## config.mk

```make
export PLATFORM = sky130hd
export DESIGN_NAME = dcache_responder
export DESIGN_NICKNAME = d
export VERILOG_FILES = /design/src/rtl/dcache_responder.sv
export SDC_FILE = /design/constraint.sdc
export NUM_CORES = 1
export LEC_CHECK = 0
export ABC_AREA = 0
export CORE_UTILIZATION = 60
export DETAILED_ROUTE_END_ITERATION = 8
export PLACE_DENSITY_LB_ADDON = 0.12
export SYNTH_ARGS = -nofsm -noshare
export SYNTH_HDL_FRONTEND = slang
export SYNTH_SLANG_ARGS = --single-unit
export TNS_END_PERCENT = 100
```

## constraint.sdc

```tcl
create_clock -name CLK -period 19.8 [get_ports CLK]
set_input_delay 5.94 -clock CLK [delete_from_list [all_inputs] [get_ports CLK]]
set_output_delay 5.94 -clock CLK [all_outputs]
set_load 0.01 [all_outputs]
```

## src/rtl/dcache_responder.sv

```systemverilog
// Direct-mapped, write-back, write-allocate data cache with 16 one-word lines.
// Zero-wait hits, single-word memory handshake, and halt-triggered flush plus hit-count dump.
module dcache_responder #(
  parameter logic [31:0] HITCNT_ADDR = 32'h00003100
) (
  input  logic        CLK,
  input  logic        RST,
  input  logic        halt,
  input  logic        dmemREN,
  input  logic        dmemWEN,
  input  logic [31:0] dmemaddr,
  input  logic [31:0] dmemstore,
  output logic        dhit,
  output logic [31:0] dmemload,
  output logic        flushed,
  output logic        dREN,
  output logic        dWEN,
  output logic [31:0] daddr,
  output logic [31:0] dstore,
  input  logic        dwait,
  input  logic [31:0] dload
);

  // state | meaning
  // IDLE  | serve hits, detect misses and halt
  // WB    | write dirty victim back to memory
  // FETCH | read requested word into its line
  // FLUSH | scan lines 0..15, writing back dirty ones
  // CNTWR | write hit counter to HITCNT_ADDR
  // DONE  | flush complete, wait for reset
  typedef enum logic [2:0] {IDLE, WB, FETCH, FLUSH, CNTWR, DONE} state_t;

  state_t      state, state_nxt;
  logic [15:0] valid_q, dirty_q;
  logic [25:0] tag_q  [16];
  logic [31:0] data_q [16];
  logic [3:0]  scan_q;
  logic [31:0] hit_cnt;

  logic [3:0]  idx;
  logic [25:0] req_tag;
  logic        req, hit;
  logic        line_fill, line_write, clr_dirty_req, clr_dirty_scan;
  logic        scan_step, scan_clr;
  logic        unused_bits;

  assign idx         = dmemaddr[5:2];
  assign req_tag     = dmemaddr[31:6];
  assign req         = dmemREN | dmemWEN;
  assign hit         = valid_q[idx] && (tag_q[idx] == req_tag);
  assign unused_bits = ^dmemaddr[1:0];

  always_comb begin
    state_nxt      = state;
    dhit           = 1'b0;
    dmemload       = '0;
    flushed        = 1'b0;
    dREN           = 1'b0;
    dWEN           = 1'b0;
    daddr          = '0;
    dstore         = '0;
    line_fill      = 1'b0;
    line_write     = 1'b0;
    clr_dirty_req  = 1'b0;
    clr_dirty_scan = 1'b0;
    scan_step      = 1'b0;
    scan_clr       = 1'b0;
    case (state)
      IDLE: begin
        if (halt) begin
          state_nxt = FLUSH;
          scan_clr  = 1'b1;
        end else if (req) begin
          if (hit) begin
            dhit = 1'b1;
            // a simultaneous read+write request is a write
            if (dmemWEN) line_write = 1'b1;
            else         dmemload   = data_q[idx];
          end else if (valid_q[idx] && dirty_q[idx]) begin
            state_nxt = WB;
          end else begin
            state_nxt = FETCH;
          end
        end
      end
      WB: begin
        dWEN   = 1'b1;
        daddr  = {tag_q[idx], idx, 2'b00};
        dstore = data_q[idx];
        if (!dwait) begin
          clr_dirty_req = 1'b1;
          state_nxt     = FETCH;
        end
      end
      FETCH: begin
        dREN  = 1'b1;
        daddr = {dmemaddr[31:2], 2'b00};
        if (!dwait) begin
          line_fill = 1'b1;
          state_nxt = IDLE;
        end
      end
      FLUSH: begin
        if (valid_q[scan_q] && dirty_q[scan_q]) begin
          dWEN   = 1'b1;
          daddr  = {tag_q[scan_q], scan_q, 2'b00};
          dstore = data_q[scan_q];
          if (!dwait) begin
            clr_dirty_scan = 1'b1;
            scan_step      = 1'b1;
          end
        end else begin
          scan_step = 1'b1;
        end
        if (scan_step && (scan_q == 4'd15)) state_nxt = CNTWR;
      end
      CNTWR: begin
        dWEN   = 1'b1;
        daddr  = HITCNT_ADDR;
        dstore = hit_cnt;
        if (!dwait) state_nxt = DONE;
      end
      DONE: begin
        flushed = 1'b1;
      end
      default: state_nxt = IDLE;
    endcase
  end

  always_ff @(posedge CLK) begin
    if (RST) state <= IDLE;
    else     state <= state_nxt;
  end

  always_ff @(posedge CLK) begin
    if (RST) begin
      valid_q <= '0;
      dirty_q <= '0;
      scan_q  <= '0;
      hit_cnt <= '0;
    end else begin
      if (dhit) hit_cnt <= hit_cnt + 32'd1;
      if (scan_clr)       scan_q <= '0;
      else if (scan_step) scan_q <= scan_q + 4'd1;
      if (line_fill) begin
        valid_q[idx] <= 1'b1;
        dirty_q[idx] <= 1'b0;
      end
      if (line_write)     dirty_q[idx]    <= 1'b1;
      if (clr_dirty_req)  dirty_q[idx]    <= 1'b0;
      if (clr_dirty_scan) dirty_q[scan_q] <= 1'b0;
    end
  end

  // tag/data need no reset: valid bits gate their use
  always_ff @(posedge CLK) begin
    if (line_fill) begin
      tag_q[idx]  <= req_tag;
      data_q[idx] <= dload;
    end else if (line_write) begin
      data_q[idx] <= dmemstore;
    end
  end

endmodule

```

Word level (Yosys, flattened, before mapping)
Memories as Yosys holds them, arrays and structs flattened. A register that Yosys moved wholly into a read port is not among the register bits.
Index checks and enable logic that the tools add are counted.

word-level totals
  register bits = 71
  latch bits = 0
  memory bits (writable) = 928
  bits in read-only memories = 0
  input port bits = 102
  memories = 2

memories
  memory  words  width  read ports  clocked after memory_dff  wr ports  line  RTL
  data_q  16     32     2           1                         1         36    logic [31:0] data_q [16];
  tag_q   16     26     2           1                         1         35    logic [25:0] tag_q [16];

operators by class
  add/subtract/negate cells = 2
  $mul = 0
  divide/modulo/power cells = 0
  magnitude comparators = 4
  equality and inequality tests = 13
  shift operators = 0
  mux-type cells = 70
  bitwise gates (word level) = 10
  reductions and logical operators = 10

operators with widths
  kind                   number
  $mux 32                8
  $pmux 32 s4            1
  $mux 16                7
  $pmux 32 s3            1
  $and 16x16->16         3
  $mux 1                 33
  $add 32x1->32 const B  1
  $not 16->16            2
  $or 16x16->16          2
  $eq 26x26->1           1
  $mux 3                 7
  $pmux 3 s6             1
  $bmux 1 s4             4
  $mux 4                 4
  $lt 4x5->1 const B     2
  $demux 1 s4            2
  $ge 4x1->1 const B     2
  $ne 2x2->1 const B     4
  $reduce_and 7->1       1
  $eq 3x2->1 const B     2
  $eq 3x3->1 const B     2
  $logic_and 1x1->1      6
  $ne 3x3->1 const B     2
  $add 4x1->4 const B    1
  8 further kinds        10

Logic depth before layout (Yosys ltp)
  depth in word-level cells = 16
  gate-level depth with buffers = 16

Worst setup path after synthesis
OpenSTA, ideal clock, no wires.

  kind = input to output
  from = input dmemaddr[2]
  to = output dstore[0]
  arrival = 8.857 ns
  data required time = 13.860 ns
  setup slack = 5.003 ns
  stages = 11
  path through = buf_6 > buf_6 > buf_6 > buf_6 > buf_4 > clkbuf_1 > buf_1 > mux4_2 > mux4_2 > a22oi_1 > o21ai_0

between the ends
  word-level cells in the longest chain between the ends = 2

RTL lines
  element             line  RTL
  start: declaration  11    input logic [31:0] dmemaddr,
  $mem_v2 16x32       --
  $pmux 32 s3         68    case (state)
  end: declaration    19    output logic [31:0] dstore,

Every way passes these cells.

Worst setup path after layout
  from = input dmemaddr[2]
  to = output dmemload[23]

between the ends
  word-level cells in the longest chain between the ends = 7
  elaborated cells on any way between the ends = 11
  classes of those cells = 1 x eq/ne; 7 x mux; 1 x reduce/logical; 2 x memory

RTL lines
  element                                             line  RTL
  $mem_v2 16x26 / $bmux 1 s4 (equally long branches)  --
  $eq 26x26->1 / $mux 1 (equally long branches)       50    assign hit = valid_q[idx] && (tag_q[idx] == req_tag);
  $logic_and 1x1->1                                   50
  $mux 32 *                                           74    if (hit) begin
  $mux 32 *                                           73    end else if (req) begin
  $mux 32 *                                           70    if (halt) begin
  $mux 32 *                                           68
  end: declaration                                    14    output logic [31:0] dmemload,

Mark *: on every way between the ends. The rest lies on a longest branch, timed or not. The select of a mux whose other input is x is not followed.

==> out/metrics.cfg <==
[status]
status=complete, no violations

[clocking]
cts_tree=built
cts_resized=0
numCtsBuffers=102
clk_latency_ps=680
cts_num_sinks=1003
cts.clk_slew.worst_paths_ps=60
hold_buffers=0
post-cts-setup-buffers=0
clockBufferDepth=3
root_buffer=clkbuf_16
htreeDepth=3

[yosys]
syn_area_sq_um=49300
synth_cell_types=78
synth_top_flop_cell=edfxtp_1
synth_cells=2798
syn_avg_cell_area_sq_um=17.6
synth-edff-count=928
yosys_warnings=0
synth_seq_cells=1003
seq_area_frac_synth=0.596
synthArstFlopShare=0

[sta]
rsz0062_at_grt=false
timing.fmax_mhz=56.0
slew-limit-headroom=0.203
post-route-period-util=0.901
min_period_ps=17850
final_hold_viol_count=0
clock_skew_ps=27.8
tns_ps=0
setup_viol=0
whs_ps=472
final-max-slew-violation-count=0
worst_slew_pin_slew_ps=1190
setup_ws_ps=1950

[worst_setup_path]
crit_fanout=71
path_delay_family=buffers and inverters
worst_setup_path_end_kind=output pin
worstPathArrival_ps=11910
start_kind=primary input
cp.required_ps=13860
cp_common_cell=buf_4
crit_buf_inv=4
crit_path_cell_trace=buf_8 > buf_4 > mux2_2 > o22ai_1 > a211o_1 > a2111oi_0 > o21ai_0 > nor4_1 > nand3_1 > nor3b_4 > buf_4 > and2_1 > clkdlybuf4s50_1
cpPeakStageDelay_ps=920
path_class=primary input to output pin
crit_path_top_delay_cell=a2111oi_0

[power_and_ir_drop]
ir_drop_mv=0.0814
cellPowerDensity_nw_per_um2=86.0
power_leakage_nw=17.3

[grt]
grt_pass1_wl_mm=209
grt_max_degree=94
grt_pass1_vias=31100
grt_util_all_layers=0.353
antenna_found_initial=3
overflow=0

[place]
post-place-ws_ps=2080
placedCellCount=3922
place_congestion=0.926
post-dp-hpwl_mm=82.3
io_buffers=197

[floorplanning]
start_util=0.609
die_w_microns=289
core_sq_um=80900
ios=202
die_area_sq_um=83300
die_height_microns=289
row_count=104

[drt]
routed_wl_mm=144
via_per_inst=7.35
drt_iter0_drc=4034
antenna_left=0
wl_per_cell_microns=35.1
vias=30300
drc=0
firstDrtPassIters=5

[job]
cap_violations=0

[finish]
utilization=0.689
area_growth_pct=13.2
final_common_cell=edfxtp_1
layout.nets=3073
drive_above_1_share=0.294
instances_no_fill=4114
layout_common_cells=928 x edfxtp_1, 540 x mux4_2, 192 x clkdlybuf4s50_1, 104 x nand2_1, 102 x clkbuf_16

[worst_hold_path]
hold_path_class=register to register

[sequential cells by signal (all words and copies together), names as in the netlist, named ones only]
| name | count |
|---|---|
| tag_q | 416 |
| scan_q | 4 |
| state | 3 |
| hit_cnt | 32 |
| data_q | 512 |
| valid_q | 16 |
| dirty_q | 16 |
[per-layer routing]
metal	wire length, microns	global-route usage	vias up	part of all wire
li1	-	-	12100	-
met4	7610	0.168	0	0.053
met1	50400	0.465	15800	0.35
met3	14900	0.0709	433	0.10
met2	71300	0.572	1948	0.49
met5	0	0	-	0
[Yosys cell counts (all sizes together), types with 7 or more instances]
master	count	area, sq um
a22oi	64	480
or3	9	56.3
clkbuf	118	443
buf	92	505
xor2	9	78.8
nand4	13	87.6
nor4	11	96.3
edfxtp	928	27900
nor3	25	125
mux2i	93	931
a221o	19	190
mux2	64	724
inv	65	244
mux4	542	12200
dfxtp	75	1500
a22o	14	123
a21oi	46	230
o22ai	10	62.6
a211oi	7	52.6
nand2	105	394
nor2b	29	181
nand3	32	165
or4	18	135
o21ai	99	495
and2	38	238
nor2	132	498
or2	9	56.3
and3	14	87.6
a211o	12	105
xnor2	16	140
[worst paths after layout]
kind | start | end | slack, ps | cells past startpoint
worst max-delay path | dmemaddr[2] | dmemload[23] | 1950 | 13
worst max register to register | state[1] | data_q[8][26] | 14600 | 11
worst min register to register | dirty_q[13] | dirty_q[13] | 470 | 2
worst min-delay path | dirty_q[13] | dirty_q[13] | 470 | 2
[where the power goes]
part	internal, mW	total (mW)	switching (mW)
clock	1.07	1.90	0.832
sequential	2.34	2.36	0.0196
combinational	0.229	0.535	0.305
total	3.64	4.79	1.16
[kinds of logic (layout without fill, tap and decap cells)]
logic type,after synthesis,count (layout),synth area share
xor gates and xnor gates,25,25,0.00444
and+or+nand+nor,452,452,0.0457
muxes,699,699,0.281
other,1,4,0.0000761
adders and majority gates,5,5,0.00127
AOI/OAI and AO/OA,336,336,0.0467
DFF,1003,1003,0.596
buffers and inverters,277,530,0.0244
[worst register-to-register path, stage by stage, from the launching register on]
cell,delay (ps)
dfxtp_1,560
nor4_1,860
o221ai_1,260
a2111oi_0,450
o2111a_1,260
o21ai_1,270
nor2_1,310
nand4_4,120
and2_1,200
buf_4,270
nor2_4,770
buf_4,530
[stage by stage]
| stage | cell area (sq um) | power (mW) |
|---|---|---|
| floorplan | 49300 | 2.70 |
| global placement | 52500 | 2.92 |
| detailed placement | 52500 | 2.93 |
| CTS | 55800 | 4.80 |
| global route | 55800 | 4.91 |
| finish | 55800 | 4.79 |
[layout make-up]
type	instances	area, sq um
diodes	2	5.00
clock buffers	121	2620
clock inverters	69	646
fillers	5252	25200
inverters	67	253
multi-input cells	1519	19000
flip-flops and latches	1003	29400
well taps	1060	1330
repair buffers	273	2540
No activity file was read; power rests on OpenSTA's default activity.
